<file path="config.mk">
export PLATFORM = sky130hd
export DESIGN_NAME = fx_rob_tag_allocator
export DESIGN_NICKNAME = d
export VERILOG_FILES = /design/src/rtl/fx_rob_tag_allocator_pkg.sv /design/src/rtl/fx_rob_tag_allocator_rob_ptr_adv.sv /design/src/rtl/fx_rob_tag_allocator.sv
export SDC_FILE = /design/constraint.sdc
export NUM_CORES = 1
export LEC_CHECK = 0
export ABC_AREA = 1
export BUFFER_PORTS_ARGS = -buffer_cell sky130_fd_sc_hd__buf_2
export CAP_MARGIN = 20
export CORE_ASPECT_RATIO = 0.5
export CORE_UTILIZATION = 40
export DETAILED_ROUTE_END_ITERATION = 16
export GPL_ROUTABILITY_DRIVEN = 0
export GPL_TIMING_DRIVEN = 0
export HOLD_SLACK_MARGIN = 0.12
export PLACE_DENSITY = 0.73
export SYNTH_ARGS = -nofsm -noshare
export SYNTH_HDL_FRONTEND = slang
export SYNTH_SLANG_ARGS = --single-unit
</file>
<file path="constraint.sdc">
create_clock -name clock_i -period 3.4 [get_ports clock_i]
set_input_delay 0.68 -clock clock_i [delete_from_list [all_inputs] [get_ports clock_i]]
set_output_delay 0.68 -clock clock_i [all_outputs]
set_load 0.05 [all_outputs]
</file>
<file path="src/rtl/fx_rob_tag_allocator_pkg.sv">
// Shared ROB tag definitions for the rename stage, the ROB and the tag allocator.
// Group sizes are carried minus-one: a 2-bit code 0..3 means 1..4 instructions.
package fx_rob_tag_allocator_pkg;

  localparam int ROB_TAG_W = 7;
  localparam int ROB_DEPTH = 1 << ROB_TAG_W;
  localparam int MAX_INST  = 4;

  typedef logic [1:0]           num_enc_t;
  typedef logic [ROB_TAG_W-1:0] rob_tag_t;
  typedef rob_tag_t [MAX_INST-1:0] tag_bundle_t;

  function automatic logic [2:0] enc_to_num(input num_enc_t enc);
    return {1'b0, enc} + 3'd1;
  endfunction

  // Slot 0 is always the oldest instruction of the group.
  function automatic logic [MAX_INST-1:0] grant_mask(input num_enc_t enc);
    return MAX_INST'((5'b00010 << enc) - 5'd1);
  endfunction

endpackage

</file>
<file path="src/rtl/fx_rob_tag_allocator_rob_ptr_adv.sv">
// Modular ROB pointer advance by 1..4 entries (minus-one encoded step).
module rob_ptr_adv
  import fx_rob_tag_allocator_pkg::*;
#(
  parameter int W = ROB_TAG_W
) (
  input  logic [W-1:0] ptr,
  input  logic [1:0]   num,
  output logic [W-1:0] next
);

  // The depth is a power of two, so the truncating add is the wrap-around.
  assign next = ptr + W'(enc_to_num(num));

endmodule

</file>
<file path="src/rtl/fx_rob_tag_allocator.sv">
// Hands out circular ROB tags to up to four renamed instructions per cycle and
// releases them from the head on commit; flush squashes everything in flight.
module fx_rob_tag_allocator
  import fx_rob_tag_allocator_pkg::*;
#(
  parameter int ROBEntryWidth = ROB_TAG_W,
  parameter int maxInst       = MAX_INST
) (
  input  logic                     clock_i,
  input  logic                     reset_i,
  input  logic                     allocReq_i,
  input  logic [1:0]               allocNum_i,
  input  logic                     commit_i,
  input  logic [1:0]               commitNum_i,
  input  logic                     flush_i,
  output logic                     allocGrant_o,
  output logic                     allocStall_o,
  output logic [ROBEntryWidth-1:0] inst1Tag_o,
  output logic [ROBEntryWidth-1:0] inst2Tag_o,
  output logic [ROBEntryWidth-1:0] inst3Tag_o,
  output logic [ROBEntryWidth-1:0] inst4Tag_o,
  output logic [3:0]               tagValid_o,
  output logic [ROBEntryWidth-1:0] headPtr_o,
  output logic [ROBEntryWidth:0]   freeCount_o,
  output logic                     full_o,
  output logic                     empty_o,
  output logic                     err_o
);

  localparam int DEPTH = 1 << ROBEntryWidth;
  localparam int CW    = ROBEntryWidth + 1;

  logic [ROBEntryWidth-1:0] head_q, tail_q, head_adv, tail_adv;
  logic [CW-1:0]            count_q, count_d, free;
  logic                     err_q, grant_q, stall_q;
  logic [maxInst-1:0]       valid_q;
  logic [ROBEntryWidth-1:0] tag_q [maxInst];
  logic [ROBEntryWidth-1:0] tag_d [maxInst];
  logic [2:0]               alloc_n, commit_m;
  logic                     grant, commit_ok, commit_bad;

  assign alloc_n  = enc_to_num(allocNum_i);
  assign commit_m = enc_to_num(commitNum_i);
  assign free     = CW'(DEPTH) - count_q;

  // Room is judged on start-of-cycle occupancy; a same-cycle commit never helps.
  assign grant      = allocReq_i && !flush_i && (free >= CW'(alloc_n));
  assign commit_ok  = commit_i && !flush_i && (CW'(commit_m) <= count_q);
  assign commit_bad = commit_i && !flush_i && !commit_ok;

  rob_ptr_adv #(.W(ROBEntryWidth)) u_tail_adv (.ptr(tail_q), .num(allocNum_i),  .next(tail_adv));
  rob_ptr_adv #(.W(ROBEntryWidth)) u_head_adv (.ptr(head_q), .num(commitNum_i), .next(head_adv));

  assign tag_d[0] = tail_q;
  for (genvar k = 1; k < maxInst; k++) begin : g_tag
    rob_ptr_adv #(.W(ROBEntryWidth)) u_tag_adv (
      .ptr  (tail_q),
      .num  (2'(k - 1)),
      .next (tag_d[k])
    );
  end

  // NOTE: give every always_comb output a default first so no path can infer a latch.
  always_comb begin
    count_d = count_q;
    if (grant)     count_d = count_d + CW'(alloc_n);
    if (commit_ok) count_d = count_d - CW'(commit_m);
  end

  // NOTE: registers update with <= only, so every read in this block sees pre-edge values.
  // NOTE: the tag registers are few and visible at the ports, so they take a reset value too.
  always_ff @(posedge clock_i or posedge reset_i) begin
    if (reset_i) begin
      head_q  <= '0;
      tail_q  <= '0;
      count_q <= '0;
      err_q   <= 1'b0;
      grant_q <= 1'b0;
      stall_q <= 1'b0;
      valid_q <= '0;
      tag_q   <= '{default: '0};
    end else begin
      grant_q <= grant;
      stall_q <= allocReq_i && !flush_i && !grant;
      valid_q <= grant ? grant_mask(allocNum_i) : '0;
      if (grant)      tag_q <= tag_d;
      if (commit_bad) err_q <= 1'b1;
      if (flush_i) begin
        tail_q  <= head_q;
        count_q <= '0;
      end else begin
        if (grant)     tail_q <= tail_adv;
        if (commit_ok) head_q <= head_adv;
        count_q <= count_d;
      end
    end
  end

  assign allocGrant_o = grant_q;
  assign allocStall_o = stall_q;
  assign inst1Tag_o   = tag_q[0];
  assign inst2Tag_o   = tag_q[1];
  assign inst3Tag_o   = tag_q[2];
  assign inst4Tag_o   = tag_q[3];
  assign tagValid_o   = valid_q;
  assign headPtr_o    = head_q;
  assign freeCount_o  = free;
  assign full_o       = (count_q == CW'(DEPTH));
  assign empty_o      = (count_q == '0);
  assign err_o        = err_q;

endmodule

</file>
---- Yosys cells after proc, flatten, opt, wreduce, memory -nomap -nowiden ----
Cells that the tools add are included.
word-level totals
  word-level logic and storage cells ...... 45
  bits in registers ....................... 57
  input port bits ......................... 9
  output and inout bits ................... 52
cells by class
  $lt $le $gt $ge ......................... 2
  mux-type cells .......................... 6
  equal/unequal tests ..................... 1
  shift operators ......................... 1
  $add $sub $neg .......................... 11
  reduce and logical (&&, ||, !) cells .... 12
  bitwise logic cells ..................... 1
operators with widths
  operator                                           count
  two-way mux 8 bit                                  3
  adder 7 x 2 -> 7 bit (second input constant)       2
  adder 7 x 3 -> 7 bit                               2
  two-way mux 7 bit                                  2
  adder 8 x 3 -> 8 bit                               1
  == test 8 bit (second input constant)              1
  >= comparator 8 x 3 -> 1 bit                       1
  less-or-equal comparator 3 x 8 -> 1 bit            1
  logical NOT 8 bit                                  1
  subtractor 8 x 3 -> 8 bit                          1
  subtractor 8 bit (first input constant)            1
  adder 7 x 1 -> 7 bit (second input constant)       1
  adder 2 x 1 -> 3 bit (second input constant)       2
  logical AND 1 bit                                  6
  two-way mux 4 bit                                  1
  << shifter 2 x 2 -> 4 bit (first input constant)   1
  subtractor 4 x 1 -> 4 bit (second input constant)  1
  logical NOT 1 bit                                  3
  AND reduction 2 bit                                1
  nonzero test 2 bit                                 1
  inverter 1 bit                                     1

---- Longest topological paths before layout ----
Gate-level depths: netlist of the first run.
  depth in word-level cells ............... 7
  mapped depth ............................ 26
  mapped depth without buffers ............ 25

---- By module ----
Synthesis of the first run repeated with hierarchy kept, for this count alone.
unflattened totals
  cells, all modules ...................... 563
  area, all modules ....................... 4076.4 µm²
modules (own cells, without submodules)
  module                instances  cells an instance  seq. area each (µm²)  area each (µm²)
  fx_rob_tag_allocator  1          388                1401.3                3119.2
  rob_ptr_adv           5          35                 0.0                   191.4

---- Worst setup path after synthesis of the first run ----
Ideal clock, no wire load.
  kind .................................... flip-flop to flip-flop
  start point ............................. register count_q[0]
  end point ............................... register count_q[6]
  library setup time ...................... 0.071 ns
  buffers on the path ..................... 1
  clock period less this slack ............ 4.001 ns
  setup slack ............................. -0.601 ns
  data required time ...................... 3.329 ns
  arrival ................................. 3.930 ns
  stages on the path, launching flop included .. 25
  cells stage by stage .................... dfrtp_1 > inv_1 > ha_1 > xnor2_1 > ha_1 > nand2_1 > nand2_1 > nor2_2 > nand3_4 > nand2_4 > buf_4 > nand2_1 > o21ai_1 > ha_1 > inv_1 > fa_1 > nand2_1 > inv_1 > nor2_1 > nand2_1 > a21oi_2 > nand3_1 > nand2_1 > inv_1 > nor2_1
between the ends
  cells in the longest elaborated chain, start to end .. 7
  elaborated cells on any way between the ends .. 10
  classes of those cells .................. 3 x add/sub; 2 x order compare; 3 x mux; 2 x reduce/logical
ends and longest elaborated chain
  what                            RTL line                    RTL
  from (decl)                     fx_rob_tag_allocator.sv:34  logic [CW-1:0] count_q, count_d, free;
  from (signal assigned)          fx_rob_tag_allocator.sv:94  count_q <= count_d;
  subtractor 8 bit *              fx_rob_tag_allocator.sv:44  assign free = CW'(DEPTH) - count_q;
  named net freeCount_o[2]        fx_rob_tag_allocator.sv:24  output logic [ROBEntryWidth:0] freeCount_o,
  >= comparator 8 x 3 -> 1 bit *  fx_rob_tag_allocator.sv:47  assign grant = allocReq_i && !flush_i && (free >= CW'(alloc_n));
  logical AND 1 bit *             fx_rob_tag_allocator.sv:47
  two-way mux 8 bit *             fx_rob_tag_allocator.sv:66  if (grant) count_d = count_d + CW'(alloc_n);
  subtractor 8 x 3 -> 8 bit       fx_rob_tag_allocator.sv:67  if (commit_ok) count_d = count_d - CW'(commit_m);
  two-way mux 8 bit *             fx_rob_tag_allocator.sv:67
  two-way mux 8 bit *             fx_rob_tag_allocator.sv:88  if (flush_i) begin
The timed path passes the listed nets; every way through them passes the cells marked *.
A chain may end at the register's enable or synchronous reset.

---- Final worst setup path of the first run ----
  start point ............................. input allocNum_i[0]
  end point ............................... register count_q[6]
between the ends
  cells in the longest elaborated chain, start to end .. 7
  elaborated cells on any way between the ends .. 8
  classes of those cells .................. 3 x add/sub; 1 x order compare; 3 x mux; 1 x reduce/logical
ends and longest elaborated chain
  what                          RTL line                        RTL
  from (decl)                   fx_rob_tag_allocator.sv:12      input logic [1:0] allocNum_i,
  adder 2 x 1 -> 3 bit *        fx_rob_tag_allocator_pkg.sv:14  return {1'b0, enc} + 3'd1;
  >= comparator 8 x 3 -> 1 bit  fx_rob_tag_allocator.sv:47
  logical AND 1 bit             fx_rob_tag_allocator.sv:47
  two-way mux 8 bit *           fx_rob_tag_allocator.sv:66
  subtractor 8 x 3 -> 8 bit     fx_rob_tag_allocator.sv:67
  two-way mux 8 bit *           fx_rob_tag_allocator.sv:67
  two-way mux 8 bit *           fx_rob_tag_allocator.sv:88
Every way passes the cells marked *; elsewhere a longest branch is shown, timed or not.

==> metrics.md, run 1 <==
| Metric | Value |
|---|---|
| Total CTS buffers | 5 |
| Worst slew pin tran | about 0.6 ns |
| Antenna viol nets, final | 0 |
| 1st-iter DRT viols | between 100 and 150 |
| Fmax | ~300 MHz |
| Final Max Tran Viols | 0 |
| Maxcap violations | 0 |
| Most numerous cell in the Yosys netlist | nand2_1 |
| Most frequent cells after synthesis | 103 x nand2_1, 61 x inv_1, 54 x dfrtp_1 |
| Routed WL | 8200 um |
| ANT cells | 0 |
| Syn Nets | around 470 |
| M3 GR Usage | 0.0437 |
| Global-route wire length before repair | around 13,000 um |
| Peak VDD IR | 0.406 mV |
| Vias in the first global route | about 2,700 |
| Area contributors post-synth | dfrtp_1 38%, nand2_1 11%, ha_1 10% |
| Top_reg_cell synth | dfrtp_1 |
| Max-slew headroom | 0.601 |
| Kind of critical path | in2reg |
| Status | complete, no violations |
| Critical path arrival | between 3 and 4 ns |
| CTS clk-pin slew, worst paths | around 0.07 ns |
| P_leak | about 2.3 nW |
| Slowest stage delay, CP | about 0.33 ns |
| Ys Warns | 0 |
| DR DRC count | 0 |
| H-tree levels | 2 |
| Mapped Area | 3530 sq um |
| M1 GR Usage | 0.248 |
| Tmin final | 3.37 ns |
| Synth Register Bits | 54 |
| Remaining global-route overflow | 0 |
| Slowest-stage cell, CP | fa_2 |
| CTS Root Cell | clkbuf_16 |
| Pwr dens | between 800 and 900 nW/um^2 |
| CP Launch Type | input pin |
| Unrepaired setup endpoints after global routing | true |
| Largest fanout on the critical path | 4 |
| Syn Area/Cell | a little over 8 sq um |
| Antenna violations before repair | 0 |
| Synth top area share | 0.383 |
| Worst-Skew Late Latency | approximately 0.3 ns |
| Hold-fix buffers, CTS | 0 |
| Final setup fails | 0 |
| Synth unique cells | 36 |
| Crit. End Element | register |
| Vias per cell | just under 5 |
| Asr flop ratio synth | 1.00 |
| Chip Width | 135 um |
| Initial Util | 0.427 |
| Post-DP HPWL | 6140 um |
| Layer with the highest usage | met2 |
| M2 GR Usage | 0.316 |
| Total core area | 8260 sq um |
| Cell count after synthesis | between 400 and 500 |
| GRT Total Usage | 0.187 |
| Worst Clk Skew | approximately 0.0037 ns |
| Fin. Hold Viols | 0 |
| Number of synthesized flops with an enable pin | 0 |
| Largest net degree at the start of global routing | 38 |
| Required time of the critical path | between 3 and 4 ns |
| IO Port Bufs | 60 |
| CTS Buffer Depth | 2 |
| Area leader, netlist | dfrtp_1 |
| Worst path most repeated cell | nand2_1 |
| Pwr Total | roughly 0.0038 W |
| Row count | 23 |
| Top-Level Pins | 61 |
| TritonCTS Sinks | 54 |
| Die Span Y | about 68 um |
| NumNets Final | around 550 |
| Pre-CTS setup slack | -0.573 ns |
| Crit share post-route | 0.993 |
| Area grow syn2layout | 24.4% |
| Vias | 3,018 |
| Final worst slack | around 0.025 ns |
| Register area share after synthesis | 0.383 |
| Die Footprint | ~9200 sq um |
| DRT Pass-1 Iters | 4 |
| Layout cells sized above 1 | 0.273 |
| Worst Hold Class | in2async |
| Wire length per cell | between 10 and 15 um |
| CTS tree | yes |
[per-layer routing]
metal / share of wire / up-vias
li1: - / 1534
met1: 0.49 / 1425
met2: 0.46 / 51
met3: 0.048 / 8
met4: 0.0072 / 0
met5: 0 / -
[path summary, 6_finish.rpt]
| check | from | to | slack (ns) | depth (start not counted) |
|---|---|---|---|---|
| min reg2reg | inst2Tag_o[1]$_DFFE_PP0N_ | inst2Tag_o[1]$_DFFE_PP0N_ | 0.47 | 2 |
| max | allocNum_i[0] | count_q[6]$_DFF_PP0_ | 0.03 | 27 |
| max in group asynchronous | reset_i | inst2Tag_o[3]$_DFFE_PP0N_ | 2.50 | 3 |
| min in group clock_i | inst2Tag_o[1]$_DFFE_PP0N_ | inst2Tag_o[1]$_DFFE_PP0N_ | 0.47 | 2 |
| max reg2reg | count_q[0]$_DFF_PP0_ | count_q[6]$_DFF_PP0_ | 0.09 | 24 |
| min | reset_i | headPtr_o[4]$_DFFE_PP0P_ | 0.37 | 2 |
[critical path, delay by kind of cell]
family | cells | cell delay [ns]
and+or+nand+nor | 14 | 1.17
buffers and inverters | 7 | 0.48
adders and majority gates | 4 | 1.03
AOI/OAI and AO/OA | 2 | 0.25
[sequential cells by signal (all words and copies together) (netlist names)]
| register | count |
|---|---|
| allocStall_o | 1 |
| count_q | 8 |
| err_o | 1 |
| headPtr_o | 7 |
| inst1Tag_o | 7 |
| inst2Tag_o | 7 |
| inst3Tag_o | 6 |
| inst4Tag_o | 6 |
| tagValid_o | 4 |
| tail_q | 7 |
[final cells by class]
type | count | area (sq um)
Timing Repair Buffer | 72 | 413
Sequential cell | 54 | 1350
Clock buffer | 6 | 139
Fill cell | 767 | 3870
Clock inverter | 2 | 38.8
Buffer | 16 | 119
Multi-Input combinational cell | 299 | 1950
Tap cell | 112 | 140
Inverter | 63 | 243
[cells in the final DEF, fill, tap and decap left out, types with 3 or more instances in the layout]
cell	n
xor2_1	18
ha_1	24
o21bai_1	3
xnor2_1	3
nor2_1	31
o221ai_1	3
inv_1	54
o21ai_0	26
buf_2	64
ha_4	4
a21oi_1	12
fa_1	3
nand3b_1	3
nand4_1	4
dfrtp_1	53
nor2_4	3
nor2_2	5
clkbuf_16	5
nand2_1	99
nand2_2	10
inv_2	7
o211ai_1	6
o21ai_1	3
buf_4	15
buf_6	3
nand3_1	19
[per-stage QoR]
stage / utilization / area, sq um / TNS, ns / hold WS (ns) / std cells
after detailed placement: 0.492 / 4070 / -2.70 / 0.460 / 605
after floorplan: - / 3610 / 0 / 0.496 / 432
after CTS: 0.521 / 4300 / 0 / 0.390 / 618
final: 0.532 / 4390 / 0 / 0.369 / 624
after global routing: 0.532 / 4390 / -0.198 / 0.406 / 624
after global placement: 0.490 / 4050 / -2.24 / 0.450 / 604
[power breakdown]
part	switching (W)	internal, W
clock network	0.000245	0.000371
logic	0.00148	0.000588
registers	0.000206	0.000860
[cell families (layout without fill, tap and decap cells)]
logic type                 count (synthesis)  count (layout)  synth area share
DFF                                       54              54             0.383
adders and majority gates                 33              33             0.126
and+or+nand+nor                          179             179             0.227
xor gates and xnor gates                  22              22            0.0546
buffers and inverters                     79             159            0.0986
AOI/OAI and AO/OA                         65              65             0.112
[repair_timing]
action	CTS	global route
pin swaps	5	14
endpoints found under the hold margin	0	0
endpoints found under the setup margin	5	5
buffers inserted	5	6
resized for setup	4	14
No activity file was read; power rests on OpenSTA's default activity.
==> inputs of run 2 (changes only) <==
HOLD_SLACK_MARGIN = 0.06   (was 0.12)
SYNTH_HIERARCHICAL = 1   (was unset)
==> metrics.md, run 2 <==
| Metric | Value |
|---|---|
| Slowest-stage cell, CP | dfrtp_2 |
| Critical path arrival | 3.48 ns (-0.13 ns) |
| Multi-input gate area | 2320 sq um (+19%) |
| Antenna violations before repair | 0 (unchanged) |
| Vias in the first global route | 3,299 (+22%) |
| Post-DP HPWL | 6760 um (+10%) |
| Most common library cell in the layout ignoring fill and taps | nand2_1 |
| Fin. Hold Viols | 0 (unchanged) |
| Ys Warns | 6 (+6) |
| NumNets Final | 694 (+25%) |
| Dpl cell area | 4610 sq um (+13%) |
| Layout fillers | 909 (+19%) |
| Register area share after synthesis | 0.344 (-0.0392) |
| Synth unique cells | 33 (-8.3%) |
| ANT cells | 0 (unchanged) |
| Maxcap violations | 0 (unchanged) |
| Area leader, netlist | dfrtp_1 |
| Sequential share of power | 0.286 (+0.002) |
| IO Port Bufs | 60 (unchanged) |
| P_leak | 2.78 nW (+21%) |
| Most frequent cells in the layout | 195 x nand2_1, 92 x inv_1, 60 x buf_2 |
| Syn Area/Cell | 7.24 sq um (-11%) |
| H-tree levels | 2 (unchanged) |
| Final core occ | 0.516 (-0.0155) |
| Worst r2r path cells | 25 (+4.2%) |
| Worst-Skew Late Latency | 0.30 ns (about the same) |
| TritonCTS Sinks | 56 (+3.7%) |
| Top_reg_cell synth | dfrtp_1 |
| Clock Power Share | 0.165 (about the same) |
| Row count | 25 (+8.7%) |
| Antenna viol nets, final | 0 (unchanged) |
| GRT Total Usage | 0.188 (about the same) |
| Synth Register Bits | 56 (+3.7%) |
| Post-route insts no fill | 784 (+26%) |
| Remaining global-route overflow | 0 (unchanged) |
| CTS Buffer Depth | 2 (unchanged) |
| Vias per cell | 4.63 (-4.2%) |
| Sequential cell area | 1400 sq um (+3.7%) |
| DRT Pass-1 Iters | 4 (unchanged) |
| Vias | 3,631 (+20%) |
| Peak VDD IR | 0.287 mV (-29%) |
| Inst Count DP | 766 (+27%) |
| Switching share of power | 0.514 (-0.00134) |
| Area grow syn2layout | 22.4% |
| Final Max Tran Viols | 0 (unchanged) |
| TNS Setup | 0 ns (unchanged) |
| Worst Clk Skew | 0.00894 ns (+0.00527 ns) |
| Int Power | 0.00195 W (+7.2%) |
| Most numerous cell in the Yosys netlist | nand2_1 |
| Required time of the critical path | 3.64 ns (about the same) |
| Die Footprint | 10,600 sq um (+15%) |
| Global-route wire length before repair | 15,400 um (+15%) |
| Tmin final | 3.24 ns (-0.132 ns) |
| Asr flop ratio synth | 1.00 (unchanged) |
| Initial Util | 0.422 (-0.00546) |
| Status | complete, no violations |
| Routed WL | 9300 um (+13%) |
| DR DRC count | 0 (unchanged) |
| Synth top area share | 0.344 (-0.0392) |
| Hold-fix buffers, CTS | 0 (unchanged) |
| CTS Root Cell | clkbuf_16 |
| Final Cell Area | 4990 sq um (+14%) |
| Largest fanout on the critical path | 6 (+2) |
| Die Span Y | 73.4 um (+7.3%) |
| Hold slack | 0.464 ns (+0.0953 ns) |
| Total net switching power | 0.00206 W (+6.6%) |
| Cell count after synthesis | 563 (+30%) |
| Number of synthesized flops with an enable pin | 0 (unchanged) |
| Biggest register | count_q |
| Comb power frac | 0.549 (-0.003) |
| Final setup fails | 0 (unchanged) |
| Most frequent cells after synthesis | 200 x nand2_1, 101 x inv_1, 56 x dfrtp_1 |
| Top-Level Pins | 61 (unchanged) |
| Worst Hold Class | in2async |
| Crit. End Element | register |
| Mapped Area | 4080 sq um (+16%) |
| Layout cells sized above 1 | 0.222 (-0.0516) |
| Largest net degree at the start of global routing | 30 (-21%) |
| Crit share post-route | 0.954 (-0.0389) |
| Worst slew pin tran | 0.813 ns (+0.217 ns) |
| Largest register FFs | 8 (unchanged) |
| Total core area | 9670 sq um (+17%) |
| Wire length per cell | 11.9 um (-9.7%) |
| Max-slew headroom | 0.458 (-0.143) |
| Fmax | 308 MHz (+4.1%) |
| CTS tree | yes |
| Slowest stage delay, CP | 0.45 ns (+0.12 ns) |
| 1st-iter DRT viols | 234 (+58%) |
| CTS clk-pin slew, worst paths | 0.07 ns (about the same) |
| CP Launch Type | register |
| Kind of critical path | reg2reg |
| Chip Width | 145 um (+7.4%) |
| Pwr dens | 805 nW/um^2 (-5.9%) |
| Total CTS buffers | 5 (unchanged) |
| Area contributors post-synth | dfrtp_1 34%, nand2_1 18%, inv_1 9.3% |
-- run 2: kinds of logic (layout without fill, tap and decap cells) --
family / after synthesis / in the layout / synth area share
adders and majority gates: 36 / 36 / 0.123
DFF: 56 / 56 / 0.344
buffers and inverters: 118 / 197 / 0.118
xor gates and xnor gates: 18 / 18 / 0.0405
other: 2 / 9 / 0.00184
and+or+nand+nor: 296 / 296 / 0.318
AOI/OAI and AO/OA: 37 / 37 / 0.0543
-- run 2: cell type report --
| class | count | share of cell area |
|---|---|---|
| Tap cell | 135 | 0.0339 |
| Inverter | 106 | 0.0813 |
| Clock buffer | 5 | 0.0251 |
| Multi-Input combinational cell | 396 | 0.465 |
| Sequential cell | 56 | 0.281 |
| Clock inverter | 2 | 0.0120 |
| Buffer | 11 | 0.0148 |
| Timing Repair Buffer | 73 | 0.0870 |
-- run 2: worst paths after layout --
check,from,slack (ns),to
worst max-delay path,count_q[0]$_DFF_PP0_,0.16,count_q[6]$_DFF_PP0_
max in group asynchronous,reset_i,2.35,tail_q[0]$_DFFE_PP0P_
worst max register to register,count_q[0]$_DFF_PP0_,0.16,count_q[6]$_DFF_PP0_
min in group clock_i,inst3Tag_o[6]$_DFFE_PP0N_,0.47,inst3Tag_o[6]$_DFFE_PP0N_
worst min register to register,inst3Tag_o[6]$_DFFE_PP0N_,0.47,inst3Tag_o[6]$_DFFE_PP0N_
worst min-delay path,reset_i,0.46,tagValid_o[2]$_DFF_PP0_
-- run 2: power groups by stage --
stage               logic (W)  registers (W)  clock network [W]
floorplan             0.00112        0.00168                  0
global placement      0.00207        0.00115                  0
detailed placement    0.00211        0.00115                  0
CTS                   0.00214        0.00115           0.000674
global route          0.00243        0.00119           0.000700
finish                0.00221        0.00115           0.000662
-- run 2: critical path: cells and delay by family (launching register included) --
kind            cells  cell delay (ns)
simple gates       14             1.23
fa+ha+maj           4             1.02
flops               1             0.45
buf+inv             5             0.26
compound gates      2             0.22
-- run 2: routing by layer --
metal,vias to the layer above,global-route usage,part of all wire
met5,-,0,0
met4,0,0.0538,0.011
met3,9,0.0385,0.039
met2,69,0.322,0.47
met1,1677,0.241,0.48
li1,1876,-,-
-- run 2: timing repair --
action                     CTS  global route
resized for setup           11            26
setup endpoints to repair    4             5
pin swaps                    2            12
buffers inserted             3             9
-- run 2: stage by stage --
step           power (W)  worst slack (ns)
2_1_floorplan    0.00279            0.0216
3_3_place_gp     0.00321            -0.434
3_5_place_dp     0.00327            -0.509
4_1_cts          0.00396            0.0344
5_1_grt          0.00432           -0.0108
6_report         0.00401             0.157
==> inputs of run 3 (changes only) <==
MAX_ROUTING_LAYER = met4   (was unset)
==> metrics.md, run 3 (same netlist as run 2, synthesis figures left out) <==
| Metric | Value |
|---|---|
| Status | complete, no violations |
| Worst Hold Class | in2async |
| Wire length per cell | 11.9 um (+0.19%) |
| Sequential cell area | 1400 sq um (unchanged) |
| Total core area | 9670 sq um (unchanged) |
| CTS tree | yes |
| Tmin final | 3.24 ns (-0.000411 ns) |
| Die Span Y | 73.4 um (unchanged) |
| Critical path arrival | 3.48 ns (about the same) |
| GRT Total Usage | 0.193 (+0.00568) |
| Layout fillers | 909 (unchanged) |
| Peak VDD IR | 0.287 mV (about the same) |
| Initial Util | 0.422 (unchanged) |
| Worst slew pin tran | 0.843 ns (+0.0301 ns) |
| Reg2reg start | count_q[0]$_DFF_PP0_ |
| CP top delay family | simple AND/OR/NAND/NOR gates |
| Global-route wire length before repair | 15,400 um (about the same) |
| NumNets Final | 694 (unchanged) |
| Maxcap violations | 0 (unchanged) |
| TritonCTS Sinks | 56 (unchanged) |
| Layout cells sized above 1 | 0.222 (unchanged) |
| Largest fanout on the critical path | 6 (unchanged) |
| Required time of the critical path | 3.64 ns (about the same) |
| Die Footprint | 10,600 sq um (unchanged) |
| Crit share post-route | 0.954 (about the same) |
| Vias | 3,644 (+0.36%) |
| WP depth | 25 (unchanged) |
| Top-Level Pins | 61 (unchanged) |
| Largest net degree at the start of global routing | 30 (unchanged) |
| Slowest-stage cell, CP | dfrtp_2 |
| Area grow syn2layout | 22.4% (unchanged) |
| 1st-iter DRT viols | 239 (+2.1%) |
| ANT cells | 0 (unchanged) |
| CP Launch Type | register |
| Worst r2r path cells | 25 (unchanged) |
| CTS clk-pin slew, worst paths | 0.07 ns (about the same) |
| DR DRC count | 0 (unchanged) |
| H-tree levels | 2 (unchanged) |
| Chip Width | 145 um (unchanged) |
| Fin. Hold Viols | 0 (unchanged) |
| DRT Pass-1 Iters | 5 (+1) |
| Most frequent cells in the layout | 195 x nand2_1, 92 x inv_1, 60 x buf_2 |
| Final setup fails | 0 (unchanged) |
| Final Max Tran Viols | 0 (unchanged) |
| Crit path from | count_q[0]$_DFF_PP0_ |
| Register-to-register setup slack | 0.16 ns (about the same) |
| CTS Buffer Depth | 2 (unchanged) |
| Worst-Skew Late Latency | 0.30 ns (about the same) |
| P_leak | 2.78 nW (unchanged) |
| Slowest stage delay, CP | 0.45 ns (about the same) |
| Post-DP HPWL | 6760 um (unchanged) |
| CP endpoint | count_q[6]$_DFF_PP0_ |
| Most common library cell in the layout ignoring fill and taps | nand2_1 |
| Row count | 25 (unchanged) |
| Biggest register | count_q |
| IO Port Bufs | 60 (unchanged) |
| Antenna violations before repair | 0 (unchanged) |
| Worst Clk Skew | 0.00874 ns (-0.000195 ns) |
| Remaining global-route overflow | 0 (unchanged) |
| Fmax | 308 MHz (about the same) |
| Multi-input gate area | 2320 sq um (unchanged) |
| Hold slack | 0.464 ns (+0.000371 ns) |
| Pwr Total | 0.00402 W (+0.12%) |
| Kind of critical path | reg2reg |
| Vias per cell | 4.65 (+0.36%) |
| Pwr dens | 806 nW/um^2 (+0.12%) |
| Total CTS buffers | 5 (unchanged) |
| FF-to-FF End | count_q[6]$_DFF_PP0_ |
| CTS Root Cell | clkbuf_16 |
| Max-slew headroom | 0.438 (-0.0201) |
| Routed WL | 9320 um (+0.19%) |
| Vias in the first global route | 3,299 (unchanged) |
| Antenna viol nets, final | 0 (unchanged) |
| Crit. End Element | register |
| CP Buf/Inv Count | 5 (unchanged) |
| Largest register FFs | 8 (unchanged) |
==> run 3: worst min path at each step <==
stage / to / slack (ns) / cells past startpoint
6_report: tagValid_o[2]$_DFF_PP0_ / 0.46 / 2
5_1_grt: inst4Tag_o[5]$_DFFE_PP0N_ / 0.50 / 2
4_1_cts: inst2Tag_o[6]$_DFFE_PP0N_ / 0.48 / 2
3_5_place_dp: inst2Tag_o[6]$_DFFE_PP0N_ / 0.46 / 2
3_3_place_gp: inst2Tag_o[5]$_DFFE_PP0N_ / 0.46 / 2
2_1_floorplan: inst1Tag_o[0]$_DFFE_PP0N_ / 0.58 / 2
==> run 3: worst register-to-register path, cell delays in order, from the launching register on <==
cell and delay (ns):
dfrtp_2 0.45, inv_4 0.09, ha_4 0.15, inv_2 0.05
nor2_4 0.14, nor2_4 0.06, ha_1 0.28, nand2_1 0.07
nand2_1 0.06, nor2_2 0.12, nand3_4 0.12, nand2_8 0.12
nand2_4 0.06, o21ai_4 0.07, ha_2 0.20, inv_2 0.04
fa_2 0.39, nand2_2 0.07, inv_2 0.04, nor2_4 0.10
nand2_2 0.08, a21oi_2 0.15, nand3_1 0.10, nand2_1 0.06
inv_1 0.04, nor2_2 0.08
==> run 3: layer usage <==
layer / part of all wire / GRT usage / up-vias
li1: - / - / 1877
met1: 0.49 / 0.241 / 1684
met2: 0.46 / 0.323 / 72
met3: 0.038 / 0.0372 / 11
met4: 0.011 / 0.0538 / 0
met5: 0 / - / -
==> run 3: final cells by class <==
type,count,share of cell area
sequential,56,0.281
tap,135,0.0339
inverter,106,0.0813
buffer,11,0.0148
multi-input combinational,396,0.465
timing repair buffer,73,0.0870
clock buffer,5,0.0251
clock inverter,2,0.0120
==> run 3: power by group <==
group | switching (W) | internal, W | leakage, nW
registers | 0.000277 | 0.000872 | 0.727
clock network | 0.000244 | 0.000419 | 0.0899
logic | 0.00155 | 0.000661 | 1.97
==> run 3: timing repair <==
action	in CTS	in global routing
hold buffers	0	0
gates resized for setup	11	26
setup buffers	3	9
pin swaps	2	12
endpoints found under the setup margin	4	5
==> run 3: through the flow <==
step	setup WS (ns)	TNS, ns	cell area [sq um]	std cells	utilization
floorplan	0.0216	0	4120	570	-
global placement	-0.434	-1.52	4590	765	0.475
detailed placement	-0.509	-1.80	4610	766	0.477
CTS	0.0344	0	4840	775	0.501
global route	-0.0108	-0.0108	4990	784	0.516
finish	0.158	0	4990	784	0.516
